--- src/rtl/toggle_pkg.sv ---
// ----------------------------------------------------------------------------
// toggle_pkg
// Shared types and constants for the toggle input-conditioning path.
//   deb_state_t      : debounce FSM state encoding
//   SYNC_STAGES_MIN  : smallest synchronizer depth that is safe for metastability
// ----------------------------------------------------------------------------
package toggle_pkg;

    typedef enum logic [1:0] {
        S_LOW     = 2'd0,
        S_QUAL_HI = 2'd1,
        S_HIGH    = 2'd2,
        S_QUAL_LO = 2'd3
    } deb_state_t;

    localparam int SYNC_STAGES_MIN = 2;

endpackage : toggle_pkg

--- src/rtl/bit_synchronizer.sv ---
// ----------------------------------------------------------------------------
// bit_synchronizer
// Multi-flop synchronizer for a single asynchronous bit.
//   clk     : destination clock
//   reset_n : asynchronous active-low reset, all flops clear to 0
//   d       : asynchronous input
//   q       : synchronized output, STAGES clocks after d
// ----------------------------------------------------------------------------
module bit_synchronizer
    import toggle_pkg::*;
#(
    parameter int STAGES = SYNC_STAGES_MIN
) (
    input  logic clk,
    input  logic reset_n,
    input  logic d,
    output logic q
);

    // Depths below the minimum are silently raised rather than producing an
    // unsafe single-flop synchronizer.
    localparam int N = (STAGES < SYNC_STAGES_MIN) ? SYNC_STAGES_MIN : STAGES;

    logic [N-1:0] sync_ff;

    always_ff @(posedge clk or negedge reset_n) begin
        if (!reset_n) begin
            sync_ff <= '0;
        end else begin
            sync_ff <= {sync_ff[N-2:0], d};
        end
    end

    assign q = sync_ff[N-1];

endmodule : bit_synchronizer

--- src/rtl/toggle_pulse_debouncer.sv ---
// ----------------------------------------------------------------------------
// toggle_pulse_debouncer
// Conditions a raw bouncy input into a single-cycle toggle request for a
// downstream T flip-flop, and counts accepted presses.
//   clk          : clock
//   reset_n      : asynchronous active-low reset
//   btn_in       : raw asynchronous input
//   arm          : when 0, accepted presses emit no pulse and are not counted
//   clr_count    : synchronous clear of press_count (wins over increment)
//   t_pulse      : one-cycle toggle request on press acceptance
//   t_enable     : identical copy of t_pulse for the downstream enable pin
//   stable_level : debounced level of btn_in
//   busy         : a candidate level change is being qualified
//   press_count  : saturating count of emitted pulses
//
// state     | meaning
// ----------+---------------------------------------------------------
// S_LOW     | debounced level 0, waiting for btn_s to rise
// S_QUAL_HI | btn_s high, counting stable cycles toward a press
// S_HIGH    | debounced level 1, waiting for btn_s to fall
// S_QUAL_LO | btn_s low, counting stable cycles toward a release
// ----------------------------------------------------------------------------
module toggle_pulse_debouncer
    import toggle_pkg::*;
#(
    parameter int SYNC_STAGES     = 2,
    parameter int DEBOUNCE_CYCLES = 16,
    parameter int COUNT_W         = 8
) (
    input  logic               clk,
    input  logic               reset_n,
    input  logic               btn_in,
    input  logic               arm,
    input  logic               clr_count,
    output logic               t_pulse,
    output logic               t_enable,
    output logic               stable_level,
    output logic               busy,
    output logic [COUNT_W-1:0] press_count
);

    localparam int CNT_W = $clog2(DEBOUNCE_CYCLES + 1);
    localparam logic [CNT_W-1:0]   CNT_ONE  = CNT_W'(1);
    localparam logic [CNT_W-1:0]   CNT_LAST = CNT_W'(DEBOUNCE_CYCLES - 1);
    localparam logic [COUNT_W-1:0] PC_MAX   = {COUNT_W{1'b1}};
    localparam logic [COUNT_W-1:0] PC_ONE   = COUNT_W'(1);

    logic             btn_s;
    deb_state_t       state, state_nxt;
    logic [CNT_W-1:0] cnt, cnt_nxt;
    logic             accept;

    bit_synchronizer #(
        .STAGES (SYNC_STAGES)
    ) u_sync (
        .clk     (clk),
        .reset_n (reset_n),
        .d       (btn_in),
        .q       (btn_s)
    );

    // cnt holds the number of consecutive cycles btn_s has shown the
    // candidate level; it tops out at DEBOUNCE_CYCLES-1 so it never wraps.
    always_comb begin
        state_nxt = state;
        cnt_nxt   = cnt;
        accept    = 1'b0;
        case (state)
            S_LOW: begin
                if (btn_s) begin
                    state_nxt = S_QUAL_HI;
                    cnt_nxt   = CNT_ONE;
                end
            end
            S_QUAL_HI: begin
                if (!btn_s) begin
                    state_nxt = S_LOW;
                    cnt_nxt   = '0;
                end else if (cnt == CNT_LAST) begin
                    state_nxt = S_HIGH;
                    cnt_nxt   = '0;
                    accept    = 1'b1;
                end else begin
                    cnt_nxt = cnt + CNT_ONE;
                end
            end
            S_HIGH: begin
                if (!btn_s) begin
                    state_nxt = S_QUAL_LO;
                    cnt_nxt   = CNT_ONE;
                end
            end
            S_QUAL_LO: begin
                if (btn_s) begin
                    state_nxt = S_HIGH;
                    cnt_nxt   = '0;
                end else if (cnt == CNT_LAST) begin
                    state_nxt = S_LOW;
                    cnt_nxt   = '0;
                end else begin
                    cnt_nxt = cnt + CNT_ONE;
                end
            end
            default: begin
                state_nxt = S_LOW;
                cnt_nxt   = '0;
            end
        endcase
    end

    always_ff @(posedge clk or negedge reset_n) begin
        if (!reset_n) begin
            state <= S_LOW;
            cnt   <= '0;
        end else begin
            state <= state_nxt;
            cnt   <= cnt_nxt;
        end
    end

    // Outputs are registered from the next-state decode so they line up with
    // the state register and carry no combinational glitches downstream.
    always_ff @(posedge clk or negedge reset_n) begin
        if (!reset_n) begin
            t_pulse      <= 1'b0;
            t_enable     <= 1'b0;
            stable_level <= 1'b0;
            busy         <= 1'b0;
        end else begin
            t_pulse      <= accept & arm;
            t_enable     <= accept & arm;
            stable_level <= (state_nxt == S_HIGH) || (state_nxt == S_QUAL_LO);
            busy         <= (state_nxt == S_QUAL_HI) || (state_nxt == S_QUAL_LO);
        end
    end

    always_ff @(posedge clk or negedge reset_n) begin
        if (!reset_n) begin
            press_count <= '0;
        end else if (clr_count) begin
            press_count <= '0;
        end else if (accept && arm && (press_count != PC_MAX)) begin
            press_count <= press_count + PC_ONE;
        end
    end

endmodule : toggle_pulse_debouncer
--- config.mk ---
export PLATFORM = sky130hd
export DESIGN_NAME = toggle_pulse_debouncer
export DESIGN_NICKNAME = d
export VERILOG_FILES = /design/src/rtl/toggle_pkg.sv /design/src/rtl/bit_synchronizer.sv /design/src/rtl/toggle_pulse_debouncer.sv
export SDC_FILE = /design/constraint.sdc
export NUM_CORES = 1
export LEC_CHECK = 0
export ABC_AREA = 1
export CAP_MARGIN = 20
export CORE_MARGIN = 8
export CORE_UTILIZATION = 48
export DETAILED_ROUTE_END_ITERATION = 8
export PLACE_DENSITY_LB_ADDON = 0.12
export SYNTH_ARGS = -nofsm -noshare
export SYNTH_HDL_FRONTEND = slang
export SYNTH_HIERARCHICAL = 1
export SYNTH_SLANG_ARGS = --single-unit
--- constraint.sdc ---
create_clock -name clk -period 2.65 [get_ports clk]
set_input_delay 0.53 -clock clk [delete_from_list [all_inputs] [get_ports clk]]
set_output_delay 0.53 -clock clk [all_outputs]
set_load 0.01 [all_outputs]
Word-level counts from Yosys, hierarchy flattened

Cells that the tools add are included.

Latch bits: 0
Output and inout bits: 12
Register bits: 20
Memories: 0
RAM bits: 0
Memory bits (read-only): 0

Equality and inequality tests: 10
Reduce and logical (&&, ||, !) cells: 7
Div/mod/pow operators: 0
Multipliers: 0
Bitwise gates (word level): 1
$add $sub $neg: 2
Mux-type cells: 18
Magnitude comparators: 0
Shift-type cells: 0

Operators with widths:

| cell                  | count |
|---|---|
| $mux W5               | 5 |
| $pmux W5 S4           | 1 |
| $mux W8               | 2 |
| $mux W2               | 6 |
| $add A8 B1 Y8 const B | 1 |
| $eq A2 B2 Y1 const B  | 4 |
| $ne A8 B8 Y1 const B  | 1 |
| $pmux W2 S4           | 1 |
| $add A5 B1 Y5 const B | 1 |
| $eq A5 B4 Y1 const B  | 1 |
| $eq A2 B1 Y1 const B  | 2 |
| $mux W1               | 3 |
| $logic_and A1 B1 Y1   | 2 |
| $logic_not A2 Y1      | 1 |
| $logic_or A1 B1 Y1    | 2 |
| $ne A2 B1 Y1 const B  | 1 |
| $ne A2 B2 Y1 const B  | 1 |
| $reduce_and A2 Y1     | 1 |
| $reduce_bool A2 Y1    | 1 |
| $and A1 B1 Y1         | 1 |

Longest topological paths before layout

Depth in word-level cells: 8
Gate-level depth with buffers: 8

Cells and area by module

The synthesis kept the hierarchy.

By module, submodules not included:

| module                 | area each (µm²) | instances | cells an instance | seq. area each (µm²) |
|---|---|---|---|---|
| toggle_pulse_debouncer | 969.7           | 1         | 128               | 425.4 |
| bit_synchronizer       | 50.0            | 1         | 2                 | 50.0 |

Worst setup path after synthesis

No wires, ideal clock.

Path type: register to register
Start point: register press_count[0]
End point: register press_count[3]
Path slack: 1.313 ns
Clock period less this slack: 1.337 ns
Arrival time: 1.220 ns
Stages on the path, launching flop included: 9
Required time: 2.533 ns
Cells stage by stage: dfrtp_1 > ha_1 > nand2_1 > nor2_1 > nand3_1 > nand2_4 > nand2_4 > nand2_1 > nand2_1

Word-level cells in the longest chain between the ends: 3
Elaborated cells between the ends (all ways): 6
Classes of those cells: 1 x add/sub; 1 x eq/ne; 2 x mux; 2 x reduce/logical

RTL lines:

| what                                           | line                                                         | text |
|---|---|---|
| start, declared                                | toggle_pulse_debouncer.sv:39                                 | `output logic [COUNT_W-1:0] press_count` |
| start signal, assigned                         | toggle_pulse_debouncer.sv:143                                | `press_count <= press_count + PC_ONE;` |
| $add A8 B1 Y8 or $ne A8 B8 Y1 (tied branches)  | toggle_pulse_debouncer.sv:143, toggle_pulse_debouncer.sv:142 |  |
| $mux W8 or $logic_and A1 B1 Y1 (tied branches) | toggle_pulse_debouncer.sv:142                                | `end else if (accept && arm && (press_count != PC_MAX)) begin` |
| $mux W8 or $reduce_bool A2 Y1 (tied branches)  | n/a                                                          |  |

Parallel ways exist; a longest one is shown, timed or not. The select of a mux whose other input is x is not followed.
A chain may end at the register's enable or synchronous reset.

Worst setup path after layout

Start point: register press_count[6]
End point: output press_count[6]

No word-level cell between the ends.

==> summary.txt <==
Clock tree
  • Post_cts resized: 0
  • Worst-path clk slew: 0.11 ns
  • # Post-CTS Setup Buffers: 0
  • # clock sinks: 19
  • H-tree depth: 1
  • TritonCTS clock tree: yes
  • Clk Latency, worst-skew pair: roughly 0.29 ns
  • CTS root buffer: clkbuf_4
  • CTS Buf Count: 3
  • Clock Tree Buf Depth: 2
  • Post-cts hold buffer count: 0

STA
  • Tmin final: roughly 1.8 ns
  • Worst hold slack: 0.387 ns
  • RSZ-0062 raised after global routing: false
  • Max Freq: 543 MHz
  • Final Max Tran Viols: 0
  • Clk_skew: 0.000833 ns
  • Setup TNS: 0 ns
  • Slew headroom: 71.0%
  • Finish-stage setup viols: 0
  • Fin. Hold Viols: 0
  • Tcrit/Tclk final: 69.5%
  • Setup ws final: 0.809 ns
  • Worst-Margin Slew: between 0.4 and 0.5 ns

Synthesis
  • Ys Warns: 6
  • Synth Register Bits: 19
  • Synth Cell Area: 0.00102 mm2
  • Cell with the most instances after synthesis: nand2_1
  • Sequential area share after synthesis: about 47%
  • Area leader, netlist: dfrtp_1
  • Yosys top cell area share: a little under half
  • Synth cell types: 20
  • Net Count, Synth: 137
  • Async S/R FF share, synth: 100%
  • Ys flop type: dfrtp_1
  • List of most frequent post-synthesis cells: nand2_1, nand3_1, dfrtp_1
  • EDFF count, synth: 0
  • Mapped Cells: 130
  • Average cell area after synthesis: 7.84 um2
  • Top post-synthesis cells by area: dfrtp_1, nand2_1, nand3_1

GRT
  • Total grt overflow: 0
  • Global-route wire length before repair: roughly 3600 um
  • Antenna violations before repair: 0
  • Overall routing resource usage: 12.3%
  • Vias in the first global route: 879
  • Largest net degree at the start of global routing: 20

Die
  • Starting Density: 51.5%
  • Die X: roughly 62 um
  • Std-Cell Rows: 16
  • Vert. Die Dim: 62.1 um
  • Core Footprint: 0.00198 mm2
  • I/O pin cnt: 17
  • Full die area: 0.00386 mm2

Pwr
  • Combinational Power Share: under 10%
  • Seq pwr share: 62.2%
  • Peak VDD IR: 0.219 mV
  • Sw Share: roughly 24%
  • Power Density: between 300 and 400 mW/mm2
  • Pint: between 0.3 and 0.4 mW
  • P_sw: ~0.12 mW
  • Final Power: 0.491 mW
  • Clock Power Share: 29.7%
  • Leakage: 0.601 nW

Routing
  • Wire per inst: around 12 um
  • DRC violations left: 0
  • Post-Route WL: 2090 um
  • Drt first pass iters: 4
  • Initial detailed-routing violation count: 16
  • Vias per inst: between 4 and 5
  • Antenna Nets Post-Route: 0
  • DR vias: 870

Worst setup path
  • Buf/Inv on CP: 1
  • Slowest stage delay, CP: 0.57 ns
  • CP required: about 2.1 ns
  • Critical Path Sink Type: output pin
  • Crit Path Class: reg2out
  • Worst path top cell family by delay: buffers and inverters
  • Crit-path slowest cell: clkdlybuf4s50_1
  • Data arrival time of the worst path: 1.31 ns
  • CP max FO: 6
  • Setup crit start kind: flip-flop
  • Worst-path cell chain: clkdlybuf4s50_1

Placement
  • Port bufs: 16
  • DP Wirelength: 1590 um
  • RePlAce Congestion: between 0.8 and 0.9
  • Area after DPL: 0.00121 mm2
  • Pre-CTS setup slack: 0.940 ns

Layout
  • Layout cells sized above 1: 7.38%
  • Number of diodes: 0
  • Area added between synthesis and finish: 21.2%
  • Final Instance Area: 0.00124 mm2
  • Fin nets: 157

Flow run
  • Max cap viols: 0

Outcome
  • Outcome: finished, final reports clean

Hold path
  • Hold Path Class: reg2reg
## final cells by class
cell class,count,area [um2]
Clock buffer,4,26.3
Fill cell,180,746
Tap cell,27,33.8
Timing Repair Buffer,17,168
Sequential cell,19,475
Inverter,12,45.0
Multi-Input combinational cell,97,488
## final timing paths
check / startpoint / endpoint / slack [ns] / cells past startpoint
setup / recovery: press_count[6]$_DFFE_PN0P_ / press_count[6] / 0.81 / 1
hold / removal: u_sync/sync_ff[0]$_DFF_PN0_ / u_sync/sync_ff[1]$_DFF_PN0_ / 0.39 / 0
setup reg to reg: press_count[0]$_DFFE_PN0P_ / press_count[7]$_DFFE_PN0P_ / 1.15 / 8
hold reg to reg: u_sync/sync_ff[0]$_DFF_PN0_ / u_sync/sync_ff[1]$_DFF_PN0_ / 0.39 / 0
max in group asynchronous: reset_n / press_count[4]$_DFFE_PN0P_ / 1.89 / 2
min in group asynchronous: reset_n / state[1]$_DFF_PN0_ / 0.56 / 2
## state kept, by name (all words and copies together) (netlist names)
signal,cells
t_enable,1
press_count,8
u_sync/sync_ff,2
stable_level,1
busy,1
state,1
cnt,5
## worst reg2reg max path, delay by kind of cell (launching register included)
family,cells,cell delay (ns)
simple gates,7,0.77
flops,1,0.43
fa+ha+maj,1,0.19
## logic make-up (layout without fill, tap and decap cells)
family / count (synthesis) / after routing / synth area share, %
AO/OA/AOI/OAI: 6 / 6 / 3.19
XOR/XNOR: 5 / 5 / 5.03
adder cells (fa/ha/maj): 2 / 2 / 2.45
buffers and inverters: 14 / 33 / 5.52
flip-flops: 19 / 19 / 46.6
AND/OR/NAND/NOR: 84 / 84 / 37.2
## per-layer routing
layer  vias up  track usage, %  wire [um]
met4         0            4.87         13
li1        449               -          -
met5         -               0          0
met3         2            1.85         87
met1       403            13.7        931
met2        16            22.6       1060
## power groups by stage
| stage | Sequential, mW | Clock, mW | Combinational [mW] |
|---|---|---|---|
| after floorplan | 0.310 | 0 | 0.0214 |
| after CTS | 0.305 | 0.149 | 0.0408 |
| after global routing | 0.307 | 0.160 | 0.0455 |
| after detailed placement | 0.311 | 0 | 0.0407 |
| after global placement | 0.311 | 0 | 0.0389 |
| final | 0.305 | 0.146 | 0.0399 |
## placed cells by master, fill, tap and decap left out, drive strengths merged
cell | synthesis | routed
a21oi | 2 | 2
buf | 1 | 1
clkbuf | 1 | 4
clkdlybuf4s50 | 0 | 16
dfrtp | 19 | 19
ha | 2 | 2
inv | 12 | 12
nand2 | 41 | 41
nand3 | 20 | 20
nand4 | 2 | 2
nor2 | 21 | 21
o21a | 1 | 1
o21ai | 3 | 3
xnor2 | 2 | 2
xor2 | 3 | 3
## per-stage QoR
step / util (%) / instances
detailed placement: 61.0 / 172
global placement: 61.0 / 172
finish: 62.4 / 176
floorplan: - / 130
CTS: 62.4 / 176
global route: 62.4 / 176
(Power assumes the default switching activity.)
